**src/rtl/full_st0_tap_wr_arb_pkg.sv**
```systemverilog
// Shared types and constants for the stage-0 tap memory write arbiter.
//   float_24_8   : one 32-bit tap coefficient (24-bit mantissa, 8-bit exponent)
//   TAP_W        : full tap word width (6 coefficients)
//   TAP_AW       : tap word address width
//   SUB_W        : sub-word select / value width
//   ERR_BASE_ADDR: first tap word address used by the error phases
//   upd_entry_t  : one buffered tap-update write (address + word)
//   gnt_e        : which requester owns the write port this cycle
package full_st0_tap_wr_arb_pkg;

    typedef logic [31:0] float_24_8;

    localparam int TAP_W  = 6 * $bits(float_24_8);
    localparam int TAP_AW = 5;
    localparam int SUB_W  = 32;

    localparam logic [TAP_AW-1:0] ERR_BASE_ADDR = 5'd12;

    typedef struct packed {
        logic [TAP_AW-1:0] addr;
        logic [TAP_W-1:0]  data;
    } upd_entry_t;

    typedef enum logic [1:0] {
        GNT_NONE,
        GNT_ERR,
        GNT_UPD
    } gnt_e;

endpackage

```
**src/rtl/full_st0_tap_wr_arb_if.sv**
```systemverilog
// Handshake and memory-write bundle of the stage-0 tap write arbiter.
//   err_*     : error sub-write request / ready
//   upd_*     : tap-update full-word request / ready / FIFO occupancy
//   mem_*     : registered write port towards the tap memory
//   err_drop  : sticky flag, error request lost while not ready
// Modports: master = requester/memory side, slave = arbiter.
interface full_st0_tap_wr_arb_if #(
    parameter int DEPTH = 2
) ();
    import full_st0_tap_wr_arb_pkg::*;

    logic                  err_vld;
    logic [TAP_AW-1:0]     err_addr;
    logic [SUB_W-1:0]      err_sub_addr;
    logic [SUB_W-1:0]      err_sub_data;
    logic                  err_rdy;

    logic                  upd_vld;
    logic [TAP_AW-1:0]     upd_addr;
    logic [TAP_W-1:0]      upd_data;
    logic                  upd_rdy;

    logic                  mem_wr_vld;
    logic [TAP_AW-1:0]     mem_wr_address;
    logic [TAP_W-1:0]      mem_wr_data;
    logic                  mem_sub_vld;
    logic [SUB_W-1:0]      mem_sub_addr;
    logic [SUB_W-1:0]      mem_sub_data;

    logic                  err_drop;
    logic [$clog2(DEPTH):0] upd_level;

    modport master (
        output err_vld, err_addr, err_sub_addr, err_sub_data,
        input  err_rdy,
        output upd_vld, upd_addr, upd_data,
        input  upd_rdy,
        input  mem_wr_vld, mem_wr_address, mem_wr_data,
        input  mem_sub_vld, mem_sub_addr, mem_sub_data,
        input  err_drop, upd_level
    );

    modport slave (
        input  err_vld, err_addr, err_sub_addr, err_sub_data,
        output err_rdy,
        input  upd_vld, upd_addr, upd_data,
        output upd_rdy,
        output mem_wr_vld, mem_wr_address, mem_wr_data,
        output mem_sub_vld, mem_sub_addr, mem_sub_data,
        output err_drop, upd_level
    );

endinterface

```
**src/rtl/full_st0_tap_wr_arb_fifo.sv**
```systemverilog
// Tap-update FIFO (module full_st0_tap_wr_fifo).
// Ports:
//   clk, reset  : clock, asynchronous active-high reset
//   i_push      : write i_wdata (caller guarantees not full)
//   i_pop       : drop the head entry (caller guarantees not empty)
//   o_rdata     : head entry, valid whenever o_level != 0
//   o_level     : occupancy, one bit wider than the pointers
module full_st0_tap_wr_fifo #(
    parameter int DEPTH = 2,
    parameter int WIDTH = 197
) (
    input  logic                   clk,
    input  logic                   reset,
    input  logic                   i_push,
    input  logic                   i_pop,
    input  logic [WIDTH-1:0]       i_wdata,
    output logic [WIDTH-1:0]       o_rdata,
    output logic [$clog2(DEPTH):0] o_level
);

    localparam int PW = $clog2(DEPTH);

    logic [WIDTH-1:0] r_mem [DEPTH];
    logic [PW-1:0]    r_wr_ptr;
    logic [PW-1:0]    r_rd_ptr;
    logic [PW:0]      r_level;

    // DEPTH is a power of two, so the pointers wrap by natural overflow.
    always_ff @(posedge clk or posedge reset) begin
        if (reset) begin
            r_wr_ptr <= '0;
            r_rd_ptr <= '0;
            r_level  <= '0;
        end else begin
            if (i_push) r_wr_ptr <= r_wr_ptr + 1'b1;
            if (i_pop)  r_rd_ptr <= r_rd_ptr + 1'b1;
            case ({i_push, i_pop})
                2'b10:   r_level <= r_level + 1'b1;
                2'b01:   r_level <= r_level - 1'b1;
                default: r_level <= r_level;
            endcase
        end
    end

    always_ff @(posedge clk) begin
        if (i_push) r_mem[r_wr_ptr] <= i_wdata;
    end

    assign o_rdata = r_mem[r_rd_ptr];
    assign o_level = r_level;

endmodule

```
**src/rtl/full_st0_tap_wr_arb.sv**
```systemverilog
// Stage-0 tap memory write-port arbiter.
// Error sub-writes (single hold register) take priority over full-word
// tap updates (buffered in full_st0_tap_wr_fifo). The granted write is
// registered onto the mem_* bus one cycle after the grant.
// Ports:
//   clk, reset : clock, asynchronous active-high reset
//   bus        : full_st0_tap_wr_arb_if.slave (requests, readies, mem write, status)
// Configuration macro: FULL_ST0_TAP_ARB_FAIR_EN enables the starvation guard,
// forcing the update head after STARVE_MAX consecutive lost arbitrations.
module full_st0_tap_wr_arb
    import full_st0_tap_wr_arb_pkg::*;
#(
    parameter int DEPTH      = 2,
    parameter int STARVE_MAX = 4
) (
    input logic                  clk,
    input logic                  reset,
    full_st0_tap_wr_arb_if.slave bus
);

    localparam int LW = $clog2(DEPTH) + 1;

    logic              r_hold_vld;
    logic [TAP_AW-1:0] r_hold_addr;
    logic [SUB_W-1:0]  r_hold_sub_addr;
    logic [SUB_W-1:0]  r_hold_sub_data;

    logic              r_mem_wr_vld;
    logic [TAP_AW-1:0] r_mem_wr_address;
    logic [TAP_W-1:0]  r_mem_wr_data;
    logic              r_mem_sub_vld;
    logic [SUB_W-1:0]  r_mem_sub_addr;
    logic [SUB_W-1:0]  r_mem_sub_data;
    logic              r_err_drop;

    upd_entry_t        w_push_entry;
    upd_entry_t        w_head;
    logic [LW-1:0]     w_level;
    logic              w_fifo_empty;
    logic              w_push;
    logic              w_force;
    gnt_e              w_gnt;
    logic              w_err_grant;
    logic              w_upd_grant;
    logic              w_err_rdy;
    logic              w_upd_rdy;

    assign w_push_entry = '{addr: bus.upd_addr, data: bus.upd_data};
    assign w_fifo_empty = (w_level == '0);
    // Ready is taken from the registered level only: a full FIFO stays
    // not-ready even in a cycle where its head is being popped.
    assign w_upd_rdy    = (w_level < LW'(DEPTH));
    assign w_push       = bus.upd_vld & w_upd_rdy;

    full_st0_tap_wr_fifo #(
        .DEPTH (DEPTH),
        .WIDTH ($bits(upd_entry_t))
    ) u_fifo (
        .clk     (clk),
        .reset   (reset),
        .i_push  (w_push),
        .i_pop   (w_upd_grant),
        .i_wdata (w_push_entry),
        .o_rdata (w_head),
        .o_level (w_level)
    );

`ifdef FULL_ST0_TAP_ARB_FAIR_EN
    localparam int SCW = $clog2(STARVE_MAX + 1);

    logic [SCW-1:0] r_starve_cnt;

    assign w_force = (r_starve_cnt == SCW'(STARVE_MAX));

    // Counts error wins while an update waits. An error grant implies
    // w_force is low, so the counter never passes STARVE_MAX.
    always_ff @(posedge clk or posedge reset) begin
        if (reset)
            r_starve_cnt <= '0;
        else if (w_fifo_empty || w_upd_grant)
            r_starve_cnt <= '0;
        else if (w_err_grant)
            r_starve_cnt <= r_starve_cnt + 1'b1;
    end
`else
    // Strict priority: the guard can never fire, whatever STARVE_MAX says.
    assign w_force = (STARVE_MAX < 0);
`endif

    always_comb begin
        w_gnt = GNT_NONE;
        if (r_hold_vld && !w_force)
            w_gnt = GNT_ERR;
        else if (!w_fifo_empty)
            w_gnt = GNT_UPD;
    end

    assign w_err_grant = (w_gnt == GNT_ERR);
    assign w_upd_grant = (w_gnt == GNT_UPD);
    // Granting the held error frees the register for a same-cycle refill.
    assign w_err_rdy   = ~r_hold_vld | w_err_grant;

    always_ff @(posedge clk or posedge reset) begin
        if (reset) begin
            r_hold_vld      <= 1'b0;
            r_hold_addr     <= '0;
            r_hold_sub_addr <= '0;
            r_hold_sub_data <= '0;
        end else if (bus.err_vld && w_err_rdy) begin
            r_hold_vld      <= 1'b1;
            r_hold_addr     <= bus.err_addr;
            r_hold_sub_addr <= bus.err_sub_addr;
            r_hold_sub_data <= bus.err_sub_data;
        end else if (w_err_grant) begin
            r_hold_vld      <= 1'b0;
        end
    end

    always_ff @(posedge clk or posedge reset) begin
        if (reset) begin
            r_mem_wr_vld     <= 1'b0;
            r_mem_wr_address <= '0;
            r_mem_wr_data    <= '0;
            r_mem_sub_vld    <= 1'b0;
            r_mem_sub_addr   <= '0;
            r_mem_sub_data   <= '0;
            r_err_drop       <= 1'b0;
        end else begin
            r_err_drop <= r_err_drop | (bus.err_vld & ~w_err_rdy);
            case (w_gnt)
                GNT_ERR: begin
                    r_mem_wr_vld     <= 1'b1;
                    r_mem_wr_address <= r_hold_addr;
                    r_mem_wr_data    <= '0;
                    r_mem_sub_vld    <= 1'b1;
                    r_mem_sub_addr   <= r_hold_sub_addr;
                    r_mem_sub_data   <= r_hold_sub_data;
                end
                GNT_UPD: begin
                    r_mem_wr_vld     <= 1'b1;
                    r_mem_wr_address <= w_head.addr;
                    r_mem_wr_data    <= w_head.data;
                    r_mem_sub_vld    <= 1'b0;
                    r_mem_sub_addr   <= '0;
                    r_mem_sub_data   <= '0;
                end
                default: begin
                    r_mem_wr_vld     <= 1'b0;
                    r_mem_wr_address <= '0;
                    r_mem_wr_data    <= '0;
                    r_mem_sub_vld    <= 1'b0;
                    r_mem_sub_addr   <= '0;
                    r_mem_sub_data   <= '0;
                end
            endcase
        end
    end

    assign bus.err_rdy        = w_err_rdy;
    assign bus.upd_rdy        = w_upd_rdy;
    assign bus.mem_wr_vld     = r_mem_wr_vld;
    assign bus.mem_wr_address = r_mem_wr_address;
    assign bus.mem_wr_data    = r_mem_wr_data;
    assign bus.mem_sub_vld    = r_mem_sub_vld;
    assign bus.mem_sub_addr   = r_mem_sub_addr;
    assign bus.mem_sub_data   = r_mem_sub_data;
    assign bus.err_drop       = r_err_drop;
    assign bus.upd_level      = w_level;

endmodule

```
**src/flat_wrapper.sv**
```systemverilog
// flat-port wrapper written by rule: the top's interface ports become plain ports
module full_st0_tap_wr_arb_flat import full_st0_tap_wr_arb_pkg::*;
#(
    parameter int DEPTH      = 2,
    parameter int STARVE_MAX = 4
)
  (clk, reset, bus_err_vld, bus_err_addr, bus_err_sub_addr, bus_err_sub_data, bus_err_rdy, bus_upd_vld, bus_upd_addr, bus_upd_data, bus_upd_rdy, bus_mem_wr_vld, bus_mem_wr_address, bus_mem_wr_data, bus_mem_sub_vld, bus_mem_sub_addr, bus_mem_sub_data, bus_err_drop, bus_upd_level);
  full_st0_tap_wr_arb_if #(.DEPTH(DEPTH)) bus_i ();
  input logic clk;
  input logic reset;
  input wire logic [$bits(bus_i.err_vld)-1:0] bus_err_vld;
  input wire logic [$bits(bus_i.err_addr)-1:0] bus_err_addr;
  input wire logic [$bits(bus_i.err_sub_addr)-1:0] bus_err_sub_addr;
  input wire logic [$bits(bus_i.err_sub_data)-1:0] bus_err_sub_data;
  output wire logic [$bits(bus_i.err_rdy)-1:0] bus_err_rdy;
  input wire logic [$bits(bus_i.upd_vld)-1:0] bus_upd_vld;
  input wire logic [$bits(bus_i.upd_addr)-1:0] bus_upd_addr;
  input wire logic [$bits(bus_i.upd_data)-1:0] bus_upd_data;
  output wire logic [$bits(bus_i.upd_rdy)-1:0] bus_upd_rdy;
  output wire logic [$bits(bus_i.mem_wr_vld)-1:0] bus_mem_wr_vld;
  output wire logic [$bits(bus_i.mem_wr_address)-1:0] bus_mem_wr_address;
  output wire logic [$bits(bus_i.mem_wr_data)-1:0] bus_mem_wr_data;
  output wire logic [$bits(bus_i.mem_sub_vld)-1:0] bus_mem_sub_vld;
  output wire logic [$bits(bus_i.mem_sub_addr)-1:0] bus_mem_sub_addr;
  output wire logic [$bits(bus_i.mem_sub_data)-1:0] bus_mem_sub_data;
  output wire logic [$bits(bus_i.err_drop)-1:0] bus_err_drop;
  output wire logic [$bits(bus_i.upd_level)-1:0] bus_upd_level;
  assign bus_i.err_vld = bus_err_vld;
  assign bus_i.err_addr = bus_err_addr;
  assign bus_i.err_sub_addr = bus_err_sub_addr;
  assign bus_i.err_sub_data = bus_err_sub_data;
  assign bus_err_rdy = bus_i.err_rdy;
  assign bus_i.upd_vld = bus_upd_vld;
  assign bus_i.upd_addr = bus_upd_addr;
  assign bus_i.upd_data = bus_upd_data;
  assign bus_upd_rdy = bus_i.upd_rdy;
  assign bus_mem_wr_vld = bus_i.mem_wr_vld;
  assign bus_mem_wr_address = bus_i.mem_wr_address;
  assign bus_mem_wr_data = bus_i.mem_wr_data;
  assign bus_mem_sub_vld = bus_i.mem_sub_vld;
  assign bus_mem_sub_addr = bus_i.mem_sub_addr;
  assign bus_mem_sub_data = bus_i.mem_sub_data;
  assign bus_err_drop = bus_i.err_drop;
  assign bus_upd_level = bus_i.upd_level;
  full_st0_tap_wr_arb #(.DEPTH(DEPTH), .STARVE_MAX(STARVE_MAX)) u_core (.clk(clk), .reset(reset), .bus(bus_i));
endmodule
```
**config.mk**
```make
export PLATFORM = sky130hd
export DESIGN_NAME = full_st0_tap_wr_arb_flat
export DESIGN_NICKNAME = d
export VERILOG_FILES = /design/src/rtl/full_st0_tap_wr_arb_pkg.sv /design/src/rtl/full_st0_tap_wr_arb_if.sv /design/src/rtl/full_st0_tap_wr_arb_fifo.sv /design/src/rtl/full_st0_tap_wr_arb.sv /design/src/flat_wrapper.sv
export SDC_FILE = /design/constraint.sdc
export NUM_CORES = 1
export LEC_CHECK = 0
export CAP_MARGIN = 20
export CELL_PAD_IN_SITES_DETAIL_PLACEMENT = 0
export CELL_PAD_IN_SITES_GLOBAL_PLACEMENT = 2
export CORE_MARGIN = 2
export CORE_UTILIZATION = 40
export DETAILED_ROUTE_END_ITERATION = 8
export PLACE_DENSITY = 0.92
export REMOVE_ABC_BUFFERS = 1
export SLEW_MARGIN = 5
export SYNTH_ARGS = -nofsm -noshare
export SYNTH_HDL_FRONTEND = slang
export SYNTH_HIERARCHICAL = 1
export SYNTH_SLANG_ARGS = --single-unit
```
**constraint.sdc**
```tcl
create_clock -name clk -period 17.8 [get_ports clk]
set_input_delay 2.67 -clock clk [delete_from_list [all_inputs] [get_ports clk]]
set_output_delay 2.67 -clock clk [all_outputs]
set_load 0.01 [all_outputs]
```
### After elaboration in Yosys (flattened, before gate mapping)

Memory sizes are Yosys's and may differ from the RTL's.
Index checks and enable logic that the tools add are counted.
Widths: inputs -> output; s select.

* RAM bits: 394
* input bits: 270
* memories: 1
* register bits: 338
* output and inout bits: 268

* multiplexer cells: 13
* equality and inequality tests: 4
* bitwise gates (word level): 6
* add/subtract/negate cells: 4
* magnitude comparators: 1
* reduce and logical (&&, ||, !) cells: 5

Memory list
* u_core.u_fifo.r_mem: depth 2, bits a word 197, read ports 1, clocked after memory_dff 0, wr ports 1, RTL line full_st0_tap_wr_arb_fifo.sv:23 `logic [WIDTH-1:0] r_mem [DEPTH];`

Operators by type and width (number)
* $mux 192: 1
* $mux 32: 2
* $pmux 5 s2: 1
* $mux 1: 6
* $eq 2x1->1 const B: 2
* $eq 2x2->1 const B: 2
* $mux 2: 2
* $pmux 2 s2: 1
* $reduce_bool 2->1: 2
* $add 1x1->1 const B: 2
* $add 2x1->2 const B: 1
* $and 1x1->1: 2
* $logic_not 2->1: 1
* $lt 2x2->1 const B: 1
* $not 1->1: 2
* $or 1x1->1: 2
* $reduce_or 2->1: 1
* $sub 2x1->2 const B: 1
* $logic_and 1x1->1: 1

### Logic depth before layout (Yosys ltp)

* word-level depth: 8
* gate-level depth with buffers: 6
* gate-level depth less buffers: 6

### Hierarchy

Netlist, hierarchy kept.

Modules (own cells, without submodules)
* full_st0_tap_wr_fifo: times used 1, area an instance 14810.5 sq um, cells each 628
* full_st0_tap_wr_arb: times used 1, area an instance 11065.6 sq um, cells each 721

### Worst setup path after synthesis

OpenSTA, ideal clock, no wires.

* kind: input-to-reg
* start point: input bus_upd_vld
* end point: memory u_core.u_fifo.r_mem[0][0] (enable)
* data arrival time: 11102 ps
* cell stages on the path: 3
* slack: 5937 ps
* setup time: 760 ps
* path buffers: 0
* path through: and2b_1 inv_1 nor2_1

* word-level cells in the longest chain between the ends: 3

RTL lines
* from (decl): RTL line flat_wrapper.sv:16 `input wire logic [$bits(bus_i.upd_vld)-1:0] bus_upd_vld;`
* $and 1x1->1: RTL line full_st0_tap_wr_arb.sv:53 `assign w_push = bus.upd_vld & w_upd_rdy;`
* $mux 1: RTL line full_st0_tap_wr_arb_fifo.sv:46 `if (i_push) r_mem[r_wr_ptr] <= i_wdata;`
* $mux 1 (not written as such): RTL line full_st0_tap_wr_arb_fifo.sv:46
* to (decl): RTL line full_st0_tap_wr_arb_fifo.sv:23

No other way between the ends.

### Worst setup path in the final report

* start point: input bus_upd_vld
* end point: memory u_core.u_fifo.r_mem[0][186] (enable)

* word-level cells in the longest chain between the ends: 3

RTL lines
* $and 1x1->1: RTL line full_st0_tap_wr_arb.sv:53
* net u_core.w_push: RTL line full_st0_tap_wr_arb.sv:40 `logic w_push;`
* $mux 1: RTL line full_st0_tap_wr_arb_fifo.sv:46
* $mux 1 (not written as such): RTL line full_st0_tap_wr_arb_fifo.sv:46

The timed path passes the listed nets, and every way through them passes these cells.

==> results_dict.tcl <==
set metrics [dict create \
    root_buffer "sky130_fd_sc_hd__clkbuf_16" \
    max-cap-violations 0 \
    antenna_violating_nets_left 0 \
    h-tree-depth 3 \
    worstPathMaxFanout 74 \
    timing.critical_path.from "bus_upd_vld" \
    die_y_um 258 \
    seq_area_frac_synth_pct 78.4 \
    post_cts_hold_buffer_count 0 \
    detail_route.wl_per_cell_um 19.6 \
    synth_area_per_cell_um2 19.2 \
    port-buffer-count 536 \
    mappedNetlistArea_um2 25900 \
    setup_total_negative_slack_ps 0 \
    finalSetupViolCount 0 \
    cts.sinks 732 \
    placed_instance_count 2690 \
    max_slew_margin_pct 29.3 \
    drv_slew 0 \
    grt_overflow_total 0 \
    synth.distinct_cells 21 \
    min-delay-start "u_core/bus.err_drop$_DFF_PP0_" \
    ff2ff_setup_slack_ps 14290 \
    crit_type "input pin to register" \
    drt_iter0_markers 788 \
    hold_path_class "register to register" \
    clk_path_buf_depth 3 \
    timing.critical_path.buf_inv 4 \
    timing.final.crit_share_pct 30.2 \
    drive_above_1_share_pct 20.6 \
    finalCriticalPeriod_ps 5380 \
    largest_net_degree_at_the_start_of_global_routing 135 \
    power_per_cell_area_nw_per_um2 146 \
    placed_cell_area_um2 32000 \
    postSynthRegisterBits 732 \
    layout.cell_area.non_filler_um2 34600 \
    total_number_of_vias 13000 \
    floorplan.die.width_um 258 \
    worstPathCellList "clkdlybuf4s50_1 > and2b_1 > inv_1 > nor2_4 > buf_4 > buf_4" \
    status "finished clean" \
    path_common_cell "sky130_fd_sc_hd__buf_4" \
    cts-buffers-inserted 77 \
    std_cell_rows 93 \
    crit_path_top_delay_cell "sky130_fd_sc_hd__buf_4" \
    worstSetupEndpointType "register" \
    worst_skew_pair.late_latency_ps 620 \
    first_pass_iters 6 \
    grt_antenna_before_repair 14 \
    detail_route.vias_per_cell 4.59 \
    critical_path.startpoint_type "input pin" \
    core_area_um2 64200 \
    fmax_ghz 0.186 \
    number_of_global_route_vias_before_repair 14200 \
    mapped_cells 1349 \
    postRouteWirelength_um 55700 \
    num-nets-final 2186 \
    wirelength_met1_um 21800 \
    peakVddDrop_v 0.000112 \
    critPathTopFamily "buffers and inverters" \
    yosysWarningCount 6 \
    cts_repair_resize_count 0 \
    worst_clock_skew_ps 26.4 \
    top_layer "met5" \
    post_cts.repair.setup_buffers 0 \
    globalplace.congestion 0.769 \
    clkTransAtPathRegs_ps 60 \
    area_growth_pct 33.7 \
    start_util_pct 40.3 \
    die_area_um2 66700 \
    grt_first_pass_wirelength_um 83900 \
    cp_data_arrival_time_ps 5620 \
    wl_met3_um 5360 \
    met2RoutedLength_um 27000 \
    globalRouteTotalUtil_pct 16.7 \
    unrepaired_setup_endpoints_after_global_routing "false" \
    hold_viol 0 \
    tritoncts "done" \
    required_ps 18030 \
    total_leakage_power_nw 13.6 \
    timing.critical_path.slowest_cell_delay_ps 850 \
    remaining_drc_errors 0 \
    dp_hpwl_um 36300 \
    floorplan.io_pins 538 \
    final_cells 2839 \
    tightestPinTransition_ps 1060 \
    worst_r2r_startpoint "u_core/u_fifo/o_level[1]$_DFFE_PP0P_" \
]
==> path summary, 6_finish.rpt <==
| kind | end | cells after the start |
|---|---|---|
| min | u_core/bus.err_drop$_DFF_PP0_ | 0 |
| max in group asynchronous | u_core/r_hold_sub_addr[0]$_DFFE_PP0P_ | 5 |
| max | u_core/u_fifo/r_mem[0][186]$_DFFE_PP_ | 6 |
| min reg2reg | u_core/bus.err_drop$_DFF_PP0_ | 0 |
| min in group asynchronous | u_core/u_fifo/o_level[1]$_DFFE_PP0P_ | 2 |
| max reg2reg | u_core/u_fifo/r_mem[0][186]$_DFFE_PP_ | 5 |
==> synthesized netlist by cell type, drive strengths merged <==
library cell,instances,area (um2)
and2,257,1610
buf,35,297
mux2,266,3370
o21ba,1,16.3
edfxtp,394,11800
ha,1,12.5
inv,4,15.0
nor2,2,7.51
xnor2,2,17.5
dfrtp,338,8460
nand2,5,18.8
xor2,3,26.3
and2b,1,7.51
clkbuf,28,126
conb,1,3.75
o21ai,10,50.1
or3,1,6.26
==> layout make-up <==
class / instances / area (um2)
fill: 5045 / 29600
sequential: 732 / 20300
timing repair buffer: 550 / 5510
multi-input combinational: 550 / 5160
clock buffer: 109 / 2230
tap: 855 / 1070
clock inverter: 34 / 302
inverter: 4 / 22.5
antenna: 5 / 12.5
==> flip-flops by register name, indices dropped and copies added, names as in the netlist <==
register and count:
u_core/bus.mem_sub_vld 1, u_core/r_hold_addr 5, u_core/bus.mem_wr_vld 1, u_core/u_fifo/r_wr_ptr 1
u_core/bus.mem_wr_address 5, u_core/u_fifo/r_mem 394, u_core/u_fifo/r_rd_ptr 1, u_core/bus.mem_sub_data 32
u_core/bus.mem_sub_addr 32, u_core/bus.mem_wr_data 192, u_core/u_fifo/o_level 2, u_core/r_hold_sub_addr 32
u_core/r_hold_sub_data 32, u_core/bus.err_drop 1, u_core/r_hold_vld 1
==> worst reg2reg max path: cells and delay by family (launching register included) <==
kind / cells / cell delay, ps
buffers and inverters: 3 / 1800
AND/OR/NAND/NOR: 2 / 780
flip-flops: 1 / 510
==> metrics by stage <==
| step | util, % | setup WS [ps] | power [mW] | hold WS, ps |
|---|---|---|---|---|
| floorplan | - | 5880 | 3.10 | 416 |
| global placement | 49.9 | 11840 | 3.50 | 366 |
| detailed placement | 49.9 | 11780 | 3.52 | 379 |
| CTS | 53.8 | 12440 | 5.12 | 392 |
| global route | 53.9 | 12240 | 5.27 | 405 |
| finish | 53.9 | 12420 | 5.04 | 388 |
==> cells in the final DEF, fill, tap and decap left out, drive strengths merged <==
cell	instances
nand2	5
clkbuf	109
buf	15
o21ai	10
clkinvlp	4
or3	1
inv	8
conb	1
xor2	3
bufinv	2
and2b	1
dfrtp	338
nor2	2
clkinv	24
clkdlybuf4s50	535
and2	257
ha	1
mux2	266
edfxtp	394
diode	5
o21ba	1
xnor2	2
==> cell families (layout without fill, tap and decap cells) <==
| family | after synthesis | count (layout) | share of synthesized area [%] |
|---|---|---|---|
| flops | 732 | 732 | 78.4 |
| mux | 266 | 266 | 13.0 |
| simple gates | 266 | 266 | 6.37 |
| buf+inv | 67 | 697 | 1.69 |
| compound gates | 11 | 11 | 0.256 |
| xor+xnor | 5 | 5 | 0.169 |
| fa+ha+maj | 1 | 1 | 0.0483 |
| other cells | 1 | 6 | 0.0145 |
==> where the power goes <==
| part | internal, mW | leakage (nW) | total [mW] | switching [mW] |
|---|---|---|---|---|
| Sequential | 2.15 | 7.94 | 2.28 | 0.132 |
| Combinational | 0.663 | 4.37 | 1.19 | 0.522 |
| Clock | 0.912 | 1.24 | 1.57 | 0.658 |
| Total | 3.73 | 13.6 | 5.04 | 1.31 |
==> routing by layer <==
layer  vias up  global-route usage (%)
li1       5901                       -
met1      6553                    19.9
met2       464                    27.4
met3       105                    7.03
met4        14                    5.33
met5         -                       0
Note: power is estimated with default switching activity, not from simulation.
